`config.mk`:
```
export PLATFORM = sky130hd
export DESIGN_NAME = seq_detector_param_flat
export DESIGN_NICKNAME = d
export VERILOG_FILES = /design/src/rtl/seqdet_pkg.sv /design/src/rtl/seq_detector_param_if.sv /design/src/rtl/seqdet_hist.sv /design/src/rtl/seq_detector_param.sv /design/src/flat_wrapper.sv
export SDC_FILE = /design/constraint.sdc
export NUM_CORES = 1
export LEC_CHECK = 0
export CAP_MARGIN = 0
export CORE_ASPECT_RATIO = 1.1
export CORE_MARGIN = 10
export CORE_UTILIZATION = 40
export DETAILED_ROUTE_END_ITERATION = 8
export GPL_ROUTABILITY_DRIVEN = 0
export GPL_TIMING_DRIVEN = 0
export PLACE_DENSITY = 0.79
export RECOVER_POWER = 50
export SKIP_CTS_REPAIR_TIMING = 1
export SLEW_MARGIN = 20
export SYNTH_ARGS = -nofsm -noshare
export SYNTH_HDL_FRONTEND = slang
export SYNTH_HIERARCHICAL = 1
export SYNTH_SLANG_ARGS = --single-unit
```
`constraint.sdc`:
```
create_clock -name clk -period 1.7 [get_ports clk]
set_input_delay 0.34 -clock clk [delete_from_list [all_inputs] [get_ports clk]]
set_output_delay 0.34 -clock clk [all_outputs]
set_load 0.005 [all_outputs]
```
`src/rtl/seqdet_pkg.sv`:
```
// seqdet_pkg
// Shared types and constants for the parametrised serial pattern detector.
//   state_t        : detector FSM encoding (FILL / ARMED / HIT, 2'd3 unused)
//   SEQDET_DEF_*   : legacy 3-bit default patterns ("001" / "110")
//   seqdet_fill_w  : width of a counter that must hold 0..pat_w
package seqdet_pkg;

   typedef enum logic [1:0] {
      FILL  = 2'd0,
      ARMED = 2'd1,
      HIT   = 2'd2
   } state_t;

   localparam logic [2:0] SEQDET_DEF_PAT_A = 3'b001;
   localparam logic [2:0] SEQDET_DEF_PAT_B = 3'b110;

   function automatic int seqdet_fill_w(input int pat_w);
      return $clog2(pat_w + 1);
   endfunction

endpackage

```
`src/rtl/seq_detector_param_if.sv`:
```
// seq_detector_param_if
// Sample, configuration and result signals of the pattern detector.
//   master : the front end / controller (drives x, x_valid, cfg_*, reads results)
//   slave  : the detector itself
// Handshake: x_valid is a one-way qualifier with no backpressure; x is consumed
// on every rising clk edge where x_valid is high and cfg_load is low. cfg_load
// is a single-cycle command that wins over x_valid in the same cycle.
interface seq_detector_param_if #(
   parameter int PAT_W = 3,
   parameter int CNT_W = 8
);
   logic             x;
   logic             x_valid;
   logic             cfg_load;
   logic [PAT_W-1:0] cfg_pat_a;
   logic [PAT_W-1:0] cfg_pat_b;
   logic             cfg_overlap;
   logic             y_a;
   logic             y_b;
   logic             y;
   logic [1:0]       state;
   logic [CNT_W-1:0] hit_cnt;

   modport master (
      output x, x_valid, cfg_load, cfg_pat_a, cfg_pat_b, cfg_overlap,
      input  y_a, y_b, y, state, hit_cnt
   );

   modport slave (
      input  x, x_valid, cfg_load, cfg_pat_a, cfg_pat_b, cfg_overlap,
      output y_a, y_b, y, state, hit_cnt
   );
endinterface

```
`src/rtl/seqdet_hist.sv`:
```
// seqdet_hist
// History shift register plus saturating fill counter.
//   clk, rst_n  : clock, async active-low reset
//   shift, x    : accept sample x into the LSB of the history
//   clear       : clear history and fill (takes priority over shift)
//   clear_fill  : with shift, restart the fill count (non-overlap match)
//   hist        : current history, oldest sample in the MSB
//   full        : fill has reached PAT_W
//   fill_last   : fill is PAT_W-1, so one more sample fills the window
module seqdet_hist
   import seqdet_pkg::*;
#(
   parameter int PAT_W = 3
) (
   input  logic             clk,
   input  logic             rst_n,
   input  logic             shift,
   input  logic             x,
   input  logic             clear,
   input  logic             clear_fill,
   output logic [PAT_W-1:0] hist,
   output logic             full,
   output logic             fill_last
);
   localparam int FW = seqdet_fill_w(PAT_W);
   localparam logic [FW-1:0] FILL_MAX  = FW'(PAT_W);
   localparam logic [FW-1:0] FILL_LAST = FW'(PAT_W - 1);

   logic [PAT_W-1:0] hist_q;
   logic [FW-1:0]    fill_q;

   always_ff @(posedge clk or negedge rst_n) begin
      if (!rst_n) begin
         hist_q <= '0;
      end else if (clear) begin
         hist_q <= '0;
      end else if (shift) begin
         hist_q <= {hist_q[PAT_W-2:0], x};
      end
   end

   always_ff @(posedge clk or negedge rst_n) begin
      if (!rst_n) begin
         fill_q <= '0;
      end else if (clear) begin
         fill_q <= '0;
      end else if (shift) begin
         if (clear_fill) begin
            fill_q <= '0;
         end else if (fill_q != FILL_MAX) begin
            fill_q <= fill_q + 1'b1;
         end
      end
   end

   assign hist      = hist_q;
   assign full      = (fill_q == FILL_MAX);
   assign fill_last = (fill_q == FILL_LAST);
endmodule

```
`src/rtl/seq_detector_param.sv`:
```
// seq_detector_param
// Serial pattern detector with two run-time programmable PAT_W-bit patterns,
// overlapping or non-overlapping detection and registered Moore-style flags.
//   clk, rst_n : clock, async active-low reset
//   bus        : seq_detector_param_if slave modport
//                x/x_valid sample stream, cfg_* reconfiguration (cfg_load),
//                y_a/y_b/y match flags, state (FILL/ARMED/HIT), hit_cnt
// Optional feature macro: SEQDET_CNT_EN -- when defined, a saturating hit
// counter is built; otherwise hit_cnt is tied to zero.
module seq_detector_param
   import seqdet_pkg::*;
#(
   parameter int               PAT_W     = 3,
   parameter int               CNT_W     = 8,
   parameter logic [PAT_W-1:0] DEF_PAT_A = PAT_W'(SEQDET_DEF_PAT_A),
   parameter logic [PAT_W-1:0] DEF_PAT_B = PAT_W'(SEQDET_DEF_PAT_B)
) (
   input  logic               clk,
   input  logic               rst_n,
   seq_detector_param_if.slave bus
);
   logic [PAT_W-1:0] pat_a_q;
   logic [PAT_W-1:0] pat_b_q;
   logic             overlap_q;
   logic [PAT_W-1:0] hist;
   logic [PAT_W-1:0] hist_upd;
   logic             full;
   logic             fill_last;
   logic             accept;
   logic             cand;
   logic             m_a;
   logic             m_b;
   logic             any_match;
   logic             y_a_q;
   logic             y_b_q;
   state_t           state_q;
   state_t           state_d;

   // cfg_load wins: the sample presented in a cfg_load cycle is dropped.
   assign accept = bus.x_valid & ~bus.cfg_load;

   // Matches are judged on the history as it will be after this sample.
   assign hist_upd  = PAT_W'({hist, bus.x});
   assign cand      = full | fill_last;
   assign m_a       = accept & cand & (hist_upd == pat_a_q);
   assign m_b       = accept & cand & (hist_upd == pat_b_q);
   assign any_match = m_a | m_b;

   seqdet_hist #(
      .PAT_W (PAT_W)
   ) u_hist (
      .clk        (clk),
      .rst_n      (rst_n),
      .shift      (accept),
      .x          (bus.x),
      .clear      (bus.cfg_load),
      .clear_fill (any_match & ~overlap_q),
      .hist       (hist),
      .full       (full),
      .fill_last  (fill_last)
   );

   always_ff @(posedge clk or negedge rst_n) begin
      if (!rst_n) begin
         pat_a_q   <= DEF_PAT_A;
         pat_b_q   <= DEF_PAT_B;
         overlap_q <= 1'b1;
      end else if (bus.cfg_load) begin
         pat_a_q   <= bus.cfg_pat_a;
         pat_b_q   <= bus.cfg_pat_b;
         overlap_q <= bus.cfg_overlap;
      end
   end

   always_ff @(posedge clk or negedge rst_n) begin
      if (!rst_n) begin
         state_q <= FILL;
      end else begin
         state_q <= state_d;
      end
   end

   // After a non-overlap match the fill was restarted, so cand is low and a
   // non-matching sample naturally lands in FILL.
   always_comb begin
      state_d = state_q;
      if (bus.cfg_load) begin
         state_d = FILL;
      end else if (accept) begin
         if (any_match) begin
            state_d = HIT;
         end else if (cand) begin
            state_d = ARMED;
         end else begin
            state_d = FILL;
         end
      end else begin
         case (state_q)
            FILL, ARMED, HIT: state_d = state_q;
            default:          state_d = FILL;
         endcase
      end
   end

   always_ff @(posedge clk or negedge rst_n) begin
      if (!rst_n) begin
         y_a_q <= 1'b0;
         y_b_q <= 1'b0;
      end else if (bus.cfg_load) begin
         y_a_q <= 1'b0;
         y_b_q <= 1'b0;
      end else if (accept) begin
         y_a_q <= m_a;
         y_b_q <= m_b;
      end
   end

`ifdef SEQDET_CNT_EN
   logic [CNT_W-1:0] hit_cnt_q;

   // One count per matching sample, even when both patterns hit at once.
   always_ff @(posedge clk or negedge rst_n) begin
      if (!rst_n) begin
         hit_cnt_q <= '0;
      end else if (bus.cfg_load) begin
         hit_cnt_q <= '0;
      end else if (any_match && (hit_cnt_q != {CNT_W{1'b1}})) begin
         hit_cnt_q <= hit_cnt_q + 1'b1;
      end
   end

   assign bus.hit_cnt = hit_cnt_q;
`else
   assign bus.hit_cnt = '0;
`endif

   assign bus.y_a   = y_a_q;
   assign bus.y_b   = y_b_q;
   assign bus.y     = y_a_q | y_b_q;
   assign bus.state = state_q;
endmodule

```
`src/flat_wrapper.sv`:
```
// flat-port wrapper written by rule: the top's interface ports become plain ports
module seq_detector_param_flat import seqdet_pkg::*;
#(
   parameter int               PAT_W     = 3,
   parameter int               CNT_W     = 8,
   parameter logic [PAT_W-1:0] DEF_PAT_A = PAT_W'(SEQDET_DEF_PAT_A),
   parameter logic [PAT_W-1:0] DEF_PAT_B = PAT_W'(SEQDET_DEF_PAT_B)
)
  (clk, rst_n, bus_x, bus_x_valid, bus_cfg_load, bus_cfg_pat_a, bus_cfg_pat_b, bus_cfg_overlap, bus_y_a, bus_y_b, bus_y, bus_state, bus_hit_cnt);
  seq_detector_param_if #(.PAT_W(PAT_W), .CNT_W(CNT_W)) bus_i ();
  input  logic clk;
  input  logic rst_n;
  input wire logic [$bits(bus_i.x)-1:0] bus_x;
  input wire logic [$bits(bus_i.x_valid)-1:0] bus_x_valid;
  input wire logic [$bits(bus_i.cfg_load)-1:0] bus_cfg_load;
  input wire logic [$bits(bus_i.cfg_pat_a)-1:0] bus_cfg_pat_a;
  input wire logic [$bits(bus_i.cfg_pat_b)-1:0] bus_cfg_pat_b;
  input wire logic [$bits(bus_i.cfg_overlap)-1:0] bus_cfg_overlap;
  output wire logic [$bits(bus_i.y_a)-1:0] bus_y_a;
  output wire logic [$bits(bus_i.y_b)-1:0] bus_y_b;
  output wire logic [$bits(bus_i.y)-1:0] bus_y;
  output wire logic [$bits(bus_i.state)-1:0] bus_state;
  output wire logic [$bits(bus_i.hit_cnt)-1:0] bus_hit_cnt;
  assign bus_i.x = bus_x;
  assign bus_i.x_valid = bus_x_valid;
  assign bus_i.cfg_load = bus_cfg_load;
  assign bus_i.cfg_pat_a = bus_cfg_pat_a;
  assign bus_i.cfg_pat_b = bus_cfg_pat_b;
  assign bus_i.cfg_overlap = bus_cfg_overlap;
  assign bus_y_a = bus_i.y_a;
  assign bus_y_b = bus_i.y_b;
  assign bus_y = bus_i.y;
  assign bus_state = bus_i.state;
  assign bus_hit_cnt = bus_i.hit_cnt;
  seq_detector_param #(.PAT_W(PAT_W), .CNT_W(CNT_W), .DEF_PAT_A(DEF_PAT_A), .DEF_PAT_B(DEF_PAT_B)) u_core (.clk(clk), .rst_n(rst_n), .bus(bus_i));
endmodule
```
# Yosys cells after proc, flatten, opt, wreduce, memory -nomap -nowiden
# Index checks and enable logic that the tools add are counted.
dict set report word_totals {
  regBits 15
  wordCells 47
}
dict set report op_classes {
  n_addsub 1
  n_eq_ne 8
  mux 15
  n_bitwise 10
  n_reduce_logical 5
}
# op count
set ops {}
lappend ops {{$mux 2} 10}
lappend ops {{$eq 2x2->1 const B} 3}
lappend ops {{$eq 3x3->1} 2}
lappend ops {{$and 1x1->1} 5}
lappend ops {{$mux 1} 5}
lappend ops {{$ne 3x2->1 const B} 1}
lappend ops {{$or 1x1->1} 3}
lappend ops {{$reduce_bool 3->1} 1}
lappend ops {{$reduce_or 3->1} 1}
lappend ops {{$add 2x1->2 const B} 1}
lappend ops {{$eq 2x1->1 const B} 1}
lappend ops {{$logic_not 2->1} 1}
lappend ops {{$ne 2x2->1 const B} 1}
lappend ops {{$not 1->1} 2}
lappend ops {{$reduce_and 2->1} 1}
lappend ops {{$reduce_bool 2->1} 1}

# Depth between registers and ports, before layout
# Gate-level depths: netlist of run 1.
dict set report logic_depth {
  depth_word 9
  depth_mapped 8
  ltp_nobuf 8
}

# Cells and area by module
# Netlist of run 1, hierarchy kept.
# mod n_inst cells_each area_per_inst_um2 seq_area_each_um2
set modules_own_cells {}
lappend modules_own_cells {seq_detector_param 1 48 591.8 280.3}
lappend modules_own_cells {seqdet_hist 1 23 249.0 125.1}

# Least setup slack after synthesis of run 1
# OpenSTA, ideal clock, no wires.
dict set report synth_timing {
  path_kind {register -> register}
  startpoint {reg u_core.pat_b_q[1]}
  endpoint {reg u_core.u_hist.fill_q[1]}
  setup_time_ps 95
  arrival_ps 1543
  slack_ps 61
  stages_incl_launch_ff 7
  path_buffers 0
  period_less_slack_ps 1639
  cell_sequence {dfstp_2 xor2_1 nor3_2 o21ai_0 nor2_1 or3_1 o31ai_1}
}
dict set report synth_between {
  elab_chain_cells 7
  word_cells_on_any_way 9
  classes_between {eq/ne (1); mux (3); bitwise (3); reduce/logical (2)}
}
# item line
set synth_rtl {}
lappend synth_rtl {{from (decl)} seq_detector_param.sv:23} ;# logic [PAT_W-1:0] pat_b_q;
lappend synth_rtl {{from (signal assigned)} seq_detector_param.sv:70} ;# pat_b_q <= bus.cfg_pat_b;
lappend synth_rtl {{$eq 3x3->1 *} seq_detector_param.sv:46} ;# assign m_b = accept & cand & (hist_upd == pat_b_q);
lappend synth_rtl {{$and 1x1->1 *} seq_detector_param.sv:46}
lappend synth_rtl {{$or 1x1->1 *} seq_detector_param.sv:47} ;# assign any_match = m_a | m_b;
lappend synth_rtl {{$and 1x1->1 *} seq_detector_param.sv:57} ;# .clear_fill (any_match & ~overlap_q),
lappend synth_rtl {{$mux 2} seqdet_hist.sv:48} ;# if (clear_fill) begin
lappend synth_rtl {{$mux 2} seqdet_hist.sv:47} ;# end else if (shift) begin
lappend synth_rtl {{$mux 2} seqdet_hist.sv:45} ;# end else if (clear) begin
lappend synth_rtl {{to (signal assigned)} seqdet_hist.sv:51} ;# fill_q <= fill_q + 1'b1;
lappend synth_rtl {{to (decl)} seqdet_hist.sv:30} ;# logic [FW-1:0] fill_q;
# Mark *: on every way between the ends. The rest lies on a longest branch, timed or not. The select of a mux whose other input is x is not followed.
# A chain may end at the register's enable or synchronous reset.

# Worst setup path in the final report of run 1
dict set report layout_timing {
  startpoint {reg u_core.u_hist.fill_q[0]}
  endpoint {reg u_core.u_hist.fill_q[1]}
}
dict set report layout_between {
  elab_chain_cells 9
  word_cells_on_any_way 16
  classes_between {add/sub (1); eq/ne (3); mux (4); bitwise (6); reduce/logical (2)}
}
# item line
set layout_rtl {}
lappend layout_rtl {{$eq 2x2->1 *} seqdet_hist.sv:58} ;# assign fill_last = (fill_q == FILL_LAST);
lappend layout_rtl {{named net u_core.fill_last} seq_detector_param.sv:28} ;# logic fill_last;
lappend layout_rtl {{$or 1x1->1 *} seq_detector_param.sv:44} ;# assign cand = full | fill_last;
lappend layout_rtl {{$and 1x1->1 *} {seq_detector_param.sv:45, seq_detector_param.sv:46}}
lappend layout_rtl {{$and 1x1->1, on equally long branches} {seq_detector_param.sv:45, seq_detector_param.sv:46}}
lappend layout_rtl {{$or 1x1->1 *} seq_detector_param.sv:47}
lappend layout_rtl {{$and 1x1->1 *} seq_detector_param.sv:57}
lappend layout_rtl {{$mux 2} seqdet_hist.sv:48}
lappend layout_rtl {{$mux 2} seqdet_hist.sv:47}
lappend layout_rtl {{$mux 2} seqdet_hist.sv:45}
# The timed path passes the listed nets; every way through them passes the cells marked *. The select of a mux whose other input is x is not followed.

==> results.md, run 1 <==
* Outcome: finished, violations left
* Failing checks: negative setup slack
* CP Launch Type: register
* Comb pwr share at 18.3%
* Total power at 0.733 mW
* Crit path kind: reg -> reg
* Synthesis-to-layout area growth at 36.8%
* Via count at 563
* Final slew viol count at 0
* Reg clk slew, reported paths at 0.09 ns
* Mapped Cells at 68
* CP cell instances: inv_1 -> ha_1 -> o21a_4 -> o21ai_2 -> nor2_1 -> or3_4 -> o31ai_2
* Maximum clock rate at 585 MHz
* Clock tree from TritonCTS: yes
* Initial detailed-routing violation count at 2
* Num rows at 16
* HPWL after DPL at 1.24 mm
* PD cells at 668 mW/mm²
* Slew @ Worst Pin at 0.677 ns
* RSZ-0062 raised after global routing: yes
* PortBufs at 16
* Placed cell area at 0.00102 mm²
* Clock Sinks at 15
* Height of the die at 67.0 µm
* Antenna violations before repair at 0
* Post-layout minimum cycle time at 1.71 ns
* Clock Power Share at 26.9%
* DIE WIDTH at 62.7 µm
* ANT cells at 0
* Setup TNS at -0.00863 ns
* Vias in the first global route at 632
* Avg Inst Size Synth at 11.8 µm²
* GRT Overall Usage at 7.60%
* Nets@finish at 111
* WP data arrival at 1.90 ns
* Fin crit share at 101%
* Pleak at 0.534 nW
* Core ar. at 0.00184 mm²
* Routed length per instance at 12.5 µm
* Req. time, crit path at 1.89 ns
* Final Hold Viols at 0
* Worst Slack Setup Final at -0.00863 ns
* Ys Warns at 6
* DRC Markers at 0
* DR vias/cell at 4.58
* Critical Path Max Stage Delay at 0.41 ns
* Switching share of power at 24.5%
* Maximum vdd ir drop at 0.000412 V
* Finished layout cell area at 0.00110 mm²
* CP endpoint kind: register
* Placed Cells incl. Taps at 118
* Slew margin rel. at 54.7%
* CP max FO at 4
* Mapped cell area at 802 µm²
* Clock root cell: clkbuf_4
* Seq pwr share at 54.8%
* Starting Density at 43.5%
* IO Pins at 25
* Largest net degree at the start of global routing at 16
* H-Tree Depth at 1
* Cell Count, Final, Fillers Out at 123
* Max clock buf depth at 2
* Hold Path Class: in -> reg
* Latest clock arrival within the worst-skew pair at 0.27 ns
* Clock Skews at 0.00346 ns
* Fillcell total at 177
* Layout cell share with drive strength beyond 1 at 37.5%
* Total gr overflow at 0
* P_int at 0.553 mW
* Drt first pass iters at 2
* TritonCTS Buffers at 3
* Post-route ant nets at 0
* Setup violations, final at 1
* MaxCap Viol Count at 0
* WL final at 1.54 mm
* Die area at 0.00420 mm²
* First-pass GRT wire length at 2.64 mm
* Crit-path slowest cell: dfrtp_1
* Post-layout util at 59.6%
* Sw Pwr at 0.180 mW
## routing by layer
metal,GRT usage [%],up-vias,part of all wire [%]
li1,-,273,-
met1,8.17,265,46
met2,12.4,23,45
met3,3.34,2,8.2
met4,4.19,0,0.52
met5,0,-,0
## critical path, delay by kind of cell, from the launching register on
kind                     cells  cell delay [ns]
AO/OA/AOI/OAI                3             0.49
AND/OR/NAND/NOR              2             0.46
flip-flops                   1             0.41
adder cells (fa/ha/maj)      1             0.20
buffers and inverters        1             0.06
## cell type report
| type | instances | area (µm²) | area share, % |
|---|---|---|---|
| Buffer | 9 | 71.3 | 6.50 |
| Multi-Input combinational cell | 48 | 399 | 36.4 |
| Inverter | 3 | 11.3 | 1.03 |
| Timing Repair Buffer | 17 | 175 | 16.0 |
| Sequential cell | 15 | 380 | 34.7 |
| Tap cell | 27 | 33.8 | 3.08 |
| Clock buffer | 4 | 26.3 | 2.39 |
## final timing paths
kind	startpoint	to	slack, ns	cells past startpoint
max reg2reg	u_core/u_hist/fill_q[0]	u_core/u_hist/fill_q[1]	-0.009	7
max	u_core/u_hist/fill_q[0]	u_core/u_hist/fill_q[1]	-0.009	7
min	bus_cfg_load	u_core/u_hist/hist[0]	0.44	2
max in group asynchronous	rst_n	u_core/bus.state[0]	0.73	1
min in group asynchronous	rst_n	u_core/pat_a_q[1]	0.54	1
min reg2reg	u_core/bus.state[0]	u_core/bus.state[1]	0.48	1
## flip-flops by register name, indices dropped and copies added (netlist names)
| name | cells |
|---|---|
| u_core/bus.y_b | 1 |
| u_core/overlap_q | 1 |
| u_core/u_hist/hist | 2 |
| u_core/bus.y_a | 1 |
| u_core/bus.state | 2 |
| u_core/pat_a_q | 3 |
| u_core/pat_b_q | 3 |
| u_core/u_hist/fill_q | 2 |
## power by group through the flow
stage | sequential (mW) | combinational [mW] | clock [mW]
2_1_floorplan | 0.404 | 0.0794 | 0
3_3_place_gp | 0.407 | 0.122 | 0
3_5_place_dp | 0.408 | 0.125 | 0
4_1_cts | 0.401 | 0.126 | 0.211
5_1_grt | 0.405 | 0.148 | 0.225
6_report | 0.402 | 0.134 | 0.197
## placed cells by master (no fill, tap or decap), drive strengths merged
master and n:
mux2i 2, dlymetal6s2s 3, mux2 7, dfstp 4, a32o 1, o21ai 3, or3 1, clkbuf 4
o31ai 2, o21a 1, ha 2, nor3 2, o41ai 1, dlygate4sd3 1, or2 1, inv 3
buf 10, nor2 5, nor2b 4, conb 8, xor2 6, dfrtp 11, clkdlybuf4s50 12, a22o 2
## metrics by stage
stage / worst slack (ns) / hold WS (ns)
4_1_cts: -0.291 / 0.475
2_1_floorplan: 0.0611 / 0.0444
3_3_place_gp: -0.565 / 0.457
5_1_grt: -0.0833 / 0.478
3_5_place_dp: -0.582 / 0.471
6_report: -0.00863 / 0.442
No activity file was read; power rests on OpenSTA's default activity.
==> run 2: changes to the inputs <==
--- a/config.mk
+++ b/config.mk
@@ -14,6 +14,7 @@
 export GPL_TIMING_DRIVEN = 0
 export PLACE_DENSITY = 0.79
 export RECOVER_POWER = 50
+export REMOVE_ABC_BUFFERS = 1
 export SKIP_CTS_REPAIR_TIMING = 1
 export SLEW_MARGIN = 20
 export SYNTH_ARGS = -nofsm -noshare
==> run 2 against run 1 <==
  * Register-to-register slack improved by 0.04 ns
  * The run now ends clean
  * Non-clock buffer count fell by 2
  * Highest routed layer unchanged
  * Sequential power barely moved
  * Combinational power barely moved
  * Power rose by 0.50%
  * Critical path type unchanged
==> results.md, run 2 (synthesis results as in run 1) <==
* Outcome: finished clean
* First-pass GRT wire length at 2.57 mm
* Most common cell after layout, fill and taps aside: clkdlybuf4s50_1
* GRT Overall Usage at 7.42%
* Req. time, crit path at 1.90 ns
* Post-layout util at 59.2%
* Total gr overflow at 0
* DIE WIDTH at 62.7 µm
* Highest-count cells in the layout ignoring fill and taps: clkdlybuf4s50_1 (13), dfrtp_1 (11), buf_4 (8), conb_1 (8), mux2_2 (7)
* CP endpoint kind: register
* Max layer used: met4
* Critical Path Max Stage Delay at 0.56 ns
* MaxCap Viol Count at 0
* Fillcell total at 167
* Core ar. at 0.00184 mm²
* Initial detailed-routing violation count at 10
* Clock Skews at 0.00986 ns
* Clock tree from TritonCTS: yes
* WL final at 1.70 mm
* H-Tree Depth at 1
* Final Hold Viols at 0
* Clock Sinks at 15
* PortBufs at 16
* Total power at 0.737 mW
* Maximum vdd ir drop at 0.000486 V
* PD cells at 676 mW/mm²
* RSZ-0062 raised after global routing: yes
* Height of the die at 67.0 µm
* DR vias/cell at 4.62
* Largest net degree at the start of global routing at 17
* Clock root cell: clkbuf_4
* CP max FO at 3
* Crit-path slowest cell: dfstp_2
* Via count at 559
* Crit path kind: reg -> reg
* Post-route ant nets at 0
* Pleak at 0.511 nW
* Vias in the first global route at 584
* Nets@finish at 109
* ANT cells at 0
* Max clock buf depth at 2
* Slew margin rel. at 55.8%
* Reg clk slew, reported paths at 0.10 ns
* Met3 WL at 148 µm
* Drt first pass iters at 3
* Final slew viol count at 0
* CP Launch Type: register
* Antenna violations before repair at 0
* Synthesis-to-layout area growth at 35.9%
* WHS at 0.455 ns
* WP data arrival at 1.87 ns
* Post-layout minimum cycle time at 1.67 ns
* TritonCTS Buffers at 3
* Routed length per instance at 14.1 µm
* Post-Route M1 WL at 688 µm
* Slew @ Worst Pin at 0.662 ns
* Fin crit share at 98.1%
* Setup violations, final at 0
* Met2 routed WL at 852 µm
* Maximum clock rate at 600 MHz
* Latest clock arrival within the worst-skew pair at 0.28 ns
* Layout cell share with drive strength beyond 1 at 41.5%
* CP cell instances: xor2_2 -> nor3_2 -> o21ai_2 -> nor2_2 -> or3_4 -> o31ai_4
* Hold Path Class: in -> async
* DRC Markers at 0
* Starting Density at 43.5%
* IO Pins at 25
* Die area at 0.00420 mm²
* Top flop regs: u_core/pat_a_q x3, u_core/pat_b_q x3
* Num rows at 16
[run 2: cell count changes in the layout (fill, tap and decap cells not counted), sizes merged]
cell,delta
clkdlybuf4s50,+1
dlymetal6s2s,-1
buf,-2
clkinv,+1
dlygate4sd3,-1
[run 2: metrics by stage]
stage | std cells | setup slack (ns) | setup TNS [ns] | area [µm²]
floorplan | 66 | 0.0611 | 0 | 757
global placement | 109 | -0.735 | -2.78 | 951
detailed placement | 109 | -0.820 | -3.48 | 951
CTS | 113 | -0.534 | -1.14 | 978
global route | 121 | -0.0545 | -0.102 | 1090
finish | 121 | 0.0322 | 0 | 1090
[run 2: layer usage]
layer | vias up | GRT usage (%)
met5 | - | 0
met4 | 0 | 3.07
met3 | 2 | 4.85
met2 | 20 | 12.6
met1 | 270 | 7.12
li1 | 267 | -
[run 2: report_power, final]
part           internal (mW)  switching, mW  total [mW]
logic                 0.0729         0.0594       0.132
registers              0.386         0.0189       0.405
clock network         0.0872          0.113       0.200
total                  0.546          0.191       0.737
[run 2: final timing paths]
kind	startpoint	endpoint	slack (ns)	cells after the start
min in group clk	bus_x	u_core/u_hist/hist[0]	0.47	3
min reg2reg	u_core/bus.state[0]	u_core/bus.state[1]	0.49	1
max in group asynchronous	rst_n	u_core/pat_a_q[1]	0.81	1
min	rst_n	u_core/u_hist/hist[0]	0.46	1
max	u_core/pat_b_q[2]	u_core/u_hist/fill_q[0]	0.03	6
max reg2reg	u_core/pat_b_q[2]	u_core/u_hist/fill_q[0]	0.03	6
[run 2: layout make-up]
cell class,instances,area [µm²],share of cell area (%)
Clock buffer,3,22.5,2.07
Clock inverter,1,5.00,0.459
Inverter,3,11.3,1.03
Multi-Input combinational cell,48,417,38.2
Sequential cell,15,380,34.9
Tap cell,27,33.8,3.10
Timing Repair Buffer,24,220,20.2
[run 2: critical path: cells and delay by family (launching register included)]
| family | cells | cell delay [ns] |
|---|---|---|
| AO/OA/AOI/OAI | 2 | 0.37 |
| XOR/XNOR | 1 | 0.16 |
| flip-flops | 1 | 0.56 |
| AND/OR/NAND/NOR | 3 | 0.50 |
==> run 3: changes to the inputs <==
--- a/config.mk
+++ b/config.mk
@@ -13,10 +13,9 @@
 export GPL_ROUTABILITY_DRIVEN = 0
 export GPL_TIMING_DRIVEN = 0
 export PLACE_DENSITY = 0.79
-export RECOVER_POWER = 50
 export REMOVE_ABC_BUFFERS = 1
 export SKIP_CTS_REPAIR_TIMING = 1
-export SLEW_MARGIN = 20
+export SLEW_MARGIN = 0
 export SYNTH_ARGS = -nofsm -noshare
 export SYNTH_HDL_FRONTEND = slang
 export SYNTH_HIERARCHICAL = 1
==> results of run 3 <==
No change in the layout: final DEF, timing and power equal those of run 2.
